### src/rtl/ram_sdp_be_param.sv
// ram_sdp_be_param
//   Single-clock simple-dual-port RAM with byte-lane write enables. Serves as
//   the generic line/block buffer for the JPEG encoder pipeline.
//
//   Features: read-valid strobe, per-lane write-first collision forwarding,
//   held read data, out-of-range address protection, optional output stage.
//
//   Build option:
//     RAM_SDP_OUTREG_EN  defined   -> extra output register, read latency 2
//                        undefined -> read latency 1
//
//   Ports:
//     clk_i       single clock
//     resetn_i    asynchronous active-low reset (array contents not reset)
//     wr_en_i     write request
//     ben_i       lane enables, bit k gates wr_data_i[k*BW +: BW]
//     wr_addr_i   write address
//     wr_data_i   write data
//     rd_en_i     read request
//     rd_addr_i   read address
//     rd_data_o   read data, held until the next accepted read
//     rd_valid_o  one-cycle strobe, rd_data_o is new this cycle
module ram_sdp_be_param #(
    parameter int DW    = 32,
    parameter int BW    = 8,
    parameter int DEPTH = 64,
    parameter int AW    = $clog2(DEPTH),
    parameter int NB    = DW / BW
) (
    input  logic          clk_i,
    input  logic          resetn_i,
    input  logic          wr_en_i,
    input  logic [NB-1:0] ben_i,
    input  logic [AW-1:0] wr_addr_i,
    input  logic [DW-1:0] wr_data_i,
    input  logic          rd_en_i,
    input  logic [AW-1:0] rd_addr_i,
    output logic [DW-1:0] rd_data_o,
    output logic          rd_valid_o
);

    if ((DW % BW) != 0 || DEPTH < 2) begin : g_param_check
        $error("ram_sdp_be_param: DW must be a multiple of BW and DEPTH must be >= 2");
    end

    logic [DW-1:0] mem [DEPTH];

    logic          wr_in_range;
    logic          rd_in_range;
    logic          collide;

    logic [DW-1:0] mem_q;
    logic          req_q;
    logic          oor_q;
    logic [NB-1:0] fwd_mask_q;
    logic [DW-1:0] fwd_data_q;
    logic [DW-1:0] merged;

    // DEPTH need not be a power of two, so the address space can exceed it.
    assign wr_in_range = 32'(wr_addr_i) < 32'(DEPTH);
    assign rd_in_range = 32'(rd_addr_i) < 32'(DEPTH);
    assign collide     = wr_en_i && rd_en_i && wr_in_range && rd_in_range
                         && (wr_addr_i == rd_addr_i);

    // Behavioural byte-enable array, kept free of reset so it maps to EBR.
    always_ff @(posedge clk_i) begin
        if (wr_en_i && wr_in_range) begin
            for (int k = 0; k < NB; k++) begin
                if (ben_i[k]) begin
                    mem[wr_addr_i][k*BW +: BW] <= wr_data_i[k*BW +: BW];
                end
            end
        end
    end

    // Synchronous read returns the pre-write word; collisions are patched
    // afterwards from the registered forward mask/data.
    always_ff @(posedge clk_i) begin
        if (rd_en_i && rd_in_range) begin
            mem_q <= mem[rd_addr_i];
        end
    end

    always_ff @(posedge clk_i or negedge resetn_i) begin
        if (!resetn_i) begin
            req_q      <= 1'b0;
            oor_q      <= 1'b0;
            fwd_mask_q <= '0;
            fwd_data_q <= '0;
        end else begin
            req_q      <= rd_en_i;
            oor_q      <= ~rd_in_range;
            fwd_mask_q <= collide ? ben_i : '0;
            fwd_data_q <= wr_data_i;
        end
    end

    always_comb begin
        merged = '0;
        if (!oor_q) begin
            for (int k = 0; k < NB; k++) begin
                merged[k*BW +: BW] = fwd_mask_q[k] ? fwd_data_q[k*BW +: BW]
                                                   : mem_q[k*BW +: BW];
            end
        end
    end

`ifdef RAM_SDP_OUTREG_EN
    logic [DW-1:0] out_q;
    logic          out_valid_q;

    // The output register doubles as the hold register.
    always_ff @(posedge clk_i or negedge resetn_i) begin
        if (!resetn_i) begin
            out_q       <= '0;
            out_valid_q <= 1'b0;
        end else begin
            out_valid_q <= req_q;
            if (req_q) begin
                out_q <= merged;
            end
        end
    end

    assign rd_data_o  = out_q;
    assign rd_valid_o = out_valid_q;
`else
    logic [DW-1:0] hold_q;

    // New data goes straight out in the valid cycle and is captured so it
    // can be presented until the next accepted read.
    always_ff @(posedge clk_i or negedge resetn_i) begin
        if (!resetn_i) begin
            hold_q <= '0;
        end else if (req_q) begin
            hold_q <= merged;
        end
    end

    assign rd_data_o  = req_q ? merged : hold_q;
    assign rd_valid_o = req_q;
`endif

endmodule

### config.mk
export PLATFORM = sky130hd
export DESIGN_NAME = ram_sdp_be_param
export DESIGN_NICKNAME = d
export VERILOG_FILES = /design/src/rtl/ram_sdp_be_param.sv
export SDC_FILE = /design/constraint.sdc
export NUM_CORES = 2
export LEC_CHECK = 0
export ABC_AREA = 1
export CORE_UTILIZATION = 45
export DETAILED_ROUTE_END_ITERATION = 6
export PLACE_DENSITY_LB_ADDON = 0.05
export SYNTH_ARGS = -nofsm -noshare
export SYNTH_HDL_FRONTEND = slang
export SYNTH_SLANG_ARGS = --single-unit
### constraint.sdc
create_clock -name clk_i -period 1.21 [get_ports clk_i]
set_input_delay 0.1815 -clock clk_i [delete_from_list [all_inputs] [get_ports clk_i]]
set_output_delay 0.1815 -clock clk_i [all_outputs]
set_load 0.02 [all_outputs]
==> results.sh <==
export IMPL_syn_num_nets=7339
export IMPL_place_hpwl_um=190500
export IMPL_ys_ff_latch=2149
export IMPL_busiest_layer="met2"
export IMPL_worstPathArrival_ns=2.32
export IMPL_htreeDepth=4
export IMPL_register_area_mm2=0.06419
export IMPL_drcViolationCount=0
export IMPL_end_kind="output pin"
export IMPL_initial_core_util_pct=45.42
export IMPL_dp_slack_ns=-1.471
export IMPL_switching_share_pct=23.58
export IMPL_cts_tree="built"
export IMPL_via_count=59470
export IMPL_leakage_nw=41.06
export IMPL_syn_avg_cell_area_um2=11.88
export IMPL_multi_input_area_mm2=0.02519
export IMPL_ir_worst_vdd_mv=1.627
export IMPL_drt_total_wl_um=280500
export IMPL_overflow=0
export IMPL_cts_buffer_depth=3
export IMPL_fin_ws_ns=-1.291
export IMPL_hold_depth=5
export IMPL_rows=160
export IMPL_synth_seq_area_share_pct=74.16
export IMPL_final_setup_viol_count=135
export IMPL_finalHoldViolCount=0
export IMPL_core_area_mm2=0.1906
export IMPL_max_clock_freq_ghz=0.3999
export IMPL_cts_buffers=221
export IMPL_die_h_um=440.6
export IMPL_period_share_pct=206.7
export IMPL_power_frac_clock_pct=40.1
export IMPL_rsz0062_at_grt="true"
export IMPL_tightest_slew_ns=0.7193
export IMPL_powerDensity_mw_per_mm2=1428
export IMPL_p_sw_mw=38.26
export IMPL_crit_required_ns=1.03
export IMPL_die_area_mm2=0.1941
export IMPL_r2r_worst_path_cells=8
export IMPL_cp_start_kind="flop"
export IMPL_drive_above_1_share_pct=28.59
export IMPL_num_io_pins=85
export IMPL_drtPass1Iterations=5
export IMPL_num_fill_cells=15120
export IMPL_antenna_left=0
export IMPL_cp_max_fo=7
export IMPL_slew_violations=0
export IMPL_yosys_warnings=0
export IMPL_ys_types=20
export IMPL_syn_area_mm2=0.08655
export IMPL_slew_headroom_pct=52.05
export IMPL_cts_root_buf="clkbuf_16"
export IMPL_fp_dieW_um=440.6
export IMPL_cts_clk_slew_worst_paths_ns=0.06
export IMPL_clock_latency_ns=0.87
export IMPL_p_comb_share_pct=9.2
export IMPL_path_class="flop to output pin"
export IMPL_portBuffers=84
export IMPL_finalSetupTns_ns=-46.50
export IMPL_grt_util_met2_pct=46.67
export IMPL_fin_nets=8115
export IMPL_hold_path_class="input port to flop"
export IMPL_violations="negative setup slack"
export IMPL_maxCapViolCount=0
export IMPL_grt_met1_usage_pct=39.77
export IMPL_grt_first_pass_wirelength_um=401800
export IMPL_cts_sinks=2149
export IMPL_p_int_mw=124.0
export IMPL_fin_crit_ns=2.501
export IMPL_netlist_instances=7287
export IMPL_syn_to_final_growth_pct=31.32
export IMPL_drt_iter0_markers=5877
export IMPL_status="finished with violations"
export IMPL_antenna_found_initial=1
export IMPL_grt_usage_pct=28.77
export IMPL_sequentialPowerShare_pct=50.8
export IMPL_fin_skew_ns=0.04134
export IMPL_grt_start_max_net_pins=66
export IMPL_met3_usage_pct=4.286
export IMPL_gp_congestion=0.9112
export IMPL_viasPerCell=5.532
export IMPL_wire_per_inst_um=26.09
export IMPL_grt_pass1_vias=57930
-- what timing repair did --
| item | 4_1_cts | 5_1_grt |
|---|---|---|
| pin swaps | 214 | 328 |
| cloned | 2 | 1 |
| hold endpoints to repair | 2184 | 0 |
| buffers inserted | 10 | 5 |
| hold buffers | 37 | 0 |
| resized for setup | 602 | 465 |
| setup endpoints to repair | 2139 | 180 |
-- power by group through the flow --
stage / registers, mW / clock network (mW) / logic [mW]
3_3_place_gp: 83.9 / 0 / 12.9
4_1_cts: 82.4 / 65.9 / 14.1
5_1_grt: 82.4 / 68.6 / 15.8
6_report: 82.4 / 65.0 / 14.9
3_5_place_dp: 83.9 / 0 / 13.0
2_1_floorplan: 83.9 / 0 / 5.51
-- per-stage QoR --
step	hold slack [ns]	power (mW)	std cells	utilization (%)	instance area, um2
global placement	0.1794	96.82	10300	53.38	101700
finish	0.04430	162.3	10750	59.64	113700
global route	0.02469	166.7	10750	59.64	113700
CTS	0.0008251	162.3	10740	58.46	111400
detailed placement	0.1801	96.89	10300	53.38	101700
floorplan	-0.1141	89.36	7287	-	87460
-- layout by cell type, fill, tap and decap left out, drive strengths merged, types with 4 or more instances in the layout --
cell type      instances
nor3                  16
buf                  985
a31oi                 32
clkdlybuf4s15          5
nor3b                  4
inv                   22
clkdlybuf4s50          5
clkinv               108
edfxtp              2080
dlygate4sd3           37
bufinv                14
clkbuf               267
nor2                 288
nand2               2404
dfrtp                 69
nand3               1890
-- final cells by class --
| class | count | area share [%] |
|---|---|---|
| antenna | 1 | 0.002202 |
| clock buffer | 266 | 5.070 |
| clock inverter | 131 | 0.9269 |
| inverter | 16 | 0.09357 |
| multi-input combinational | 4641 | 22.16 |
| sequential | 2149 | 56.47 |
| tap | 2511 | 2.764 |
| timing repair buffer | 1034 | 12.51 |
-- kinds of logic after synthesis --
family / count (synthesis) / share of synthesized area [%]
xor+xnor: 4 / 0.04048
buf+inv: 497 / 2.819
flops: 2149 / 74.16
compound gates: 35 / 0.2530
simple gates: 4602 / 22.73
-- registers in the layout (all words and copies together) (netlist names) --
signal      count
rd_valid_o      1
hold_q         32
mem_q          32
mem          2048
fwd_mask_q      4
fwd_data_q     32
-- worst max-delay path, stage by stage, from the launching register on --
cell	delay [ns]
dfrtp_4	0.54
buf_12	0.18
buf_16	0.16
a31oi_2	0.21
buf_6	0.18
buf_8	0.14
-- metal layers --
metal	part of all wire (%)	vias to the layer above
met3	6.3	372
met1	42	29750
met2	48	1995
li1	-	27360
met5	0	-
met4	3.3	0
-- synthesized netlist by cell type --
master	count	area share (%)
a21oi_1	2	0.012
a31oi_1	32	0.23
buf_1	48	0.21
buf_2	266	1.5
buf_4	53	0.46
buf_6	5	0.065
clkbuf_1	109	0.47
dfrtp_1	69	2.0
edfxtp_1	2080	72
inv_1	13	0.056
inv_2	2	0.0087
inv_6	1	0.010
nand2_1	2404	10
nand3_1	1890	11
nor2_1	288	1.2
nor3_1	16	0.093
nor3b_1	4	0.035
o2111ai_1	1	0.010
xnor2_1	3	0.030
xor2_1	1	0.010
-- path summary, 6_finish.rpt --
path	start	endpoint	slack (ns)
max	rd_valid_o$_DFF_PN0_	rd_data_o[25]	-1.29
min	rd_addr_i[4]	mem_q[23]$_DFFE_PP_	0.04
max reg2reg	rd_valid_o$_DFF_PN0_	hold_q[9]$_DFF_PN0_	-0.43
min reg2reg	fwd_data_q[5]$_DFF_PN0_	hold_q[5]$_DFF_PN0_	0.56
max in group asynchronous	resetn_i	hold_q[25]$_DFF_PN0_	0.42
min in group asynchronous	resetn_i	fwd_data_q[1]$_DFF_PN0_	0.51
No activity file was read; power rests on OpenSTA's default activity.
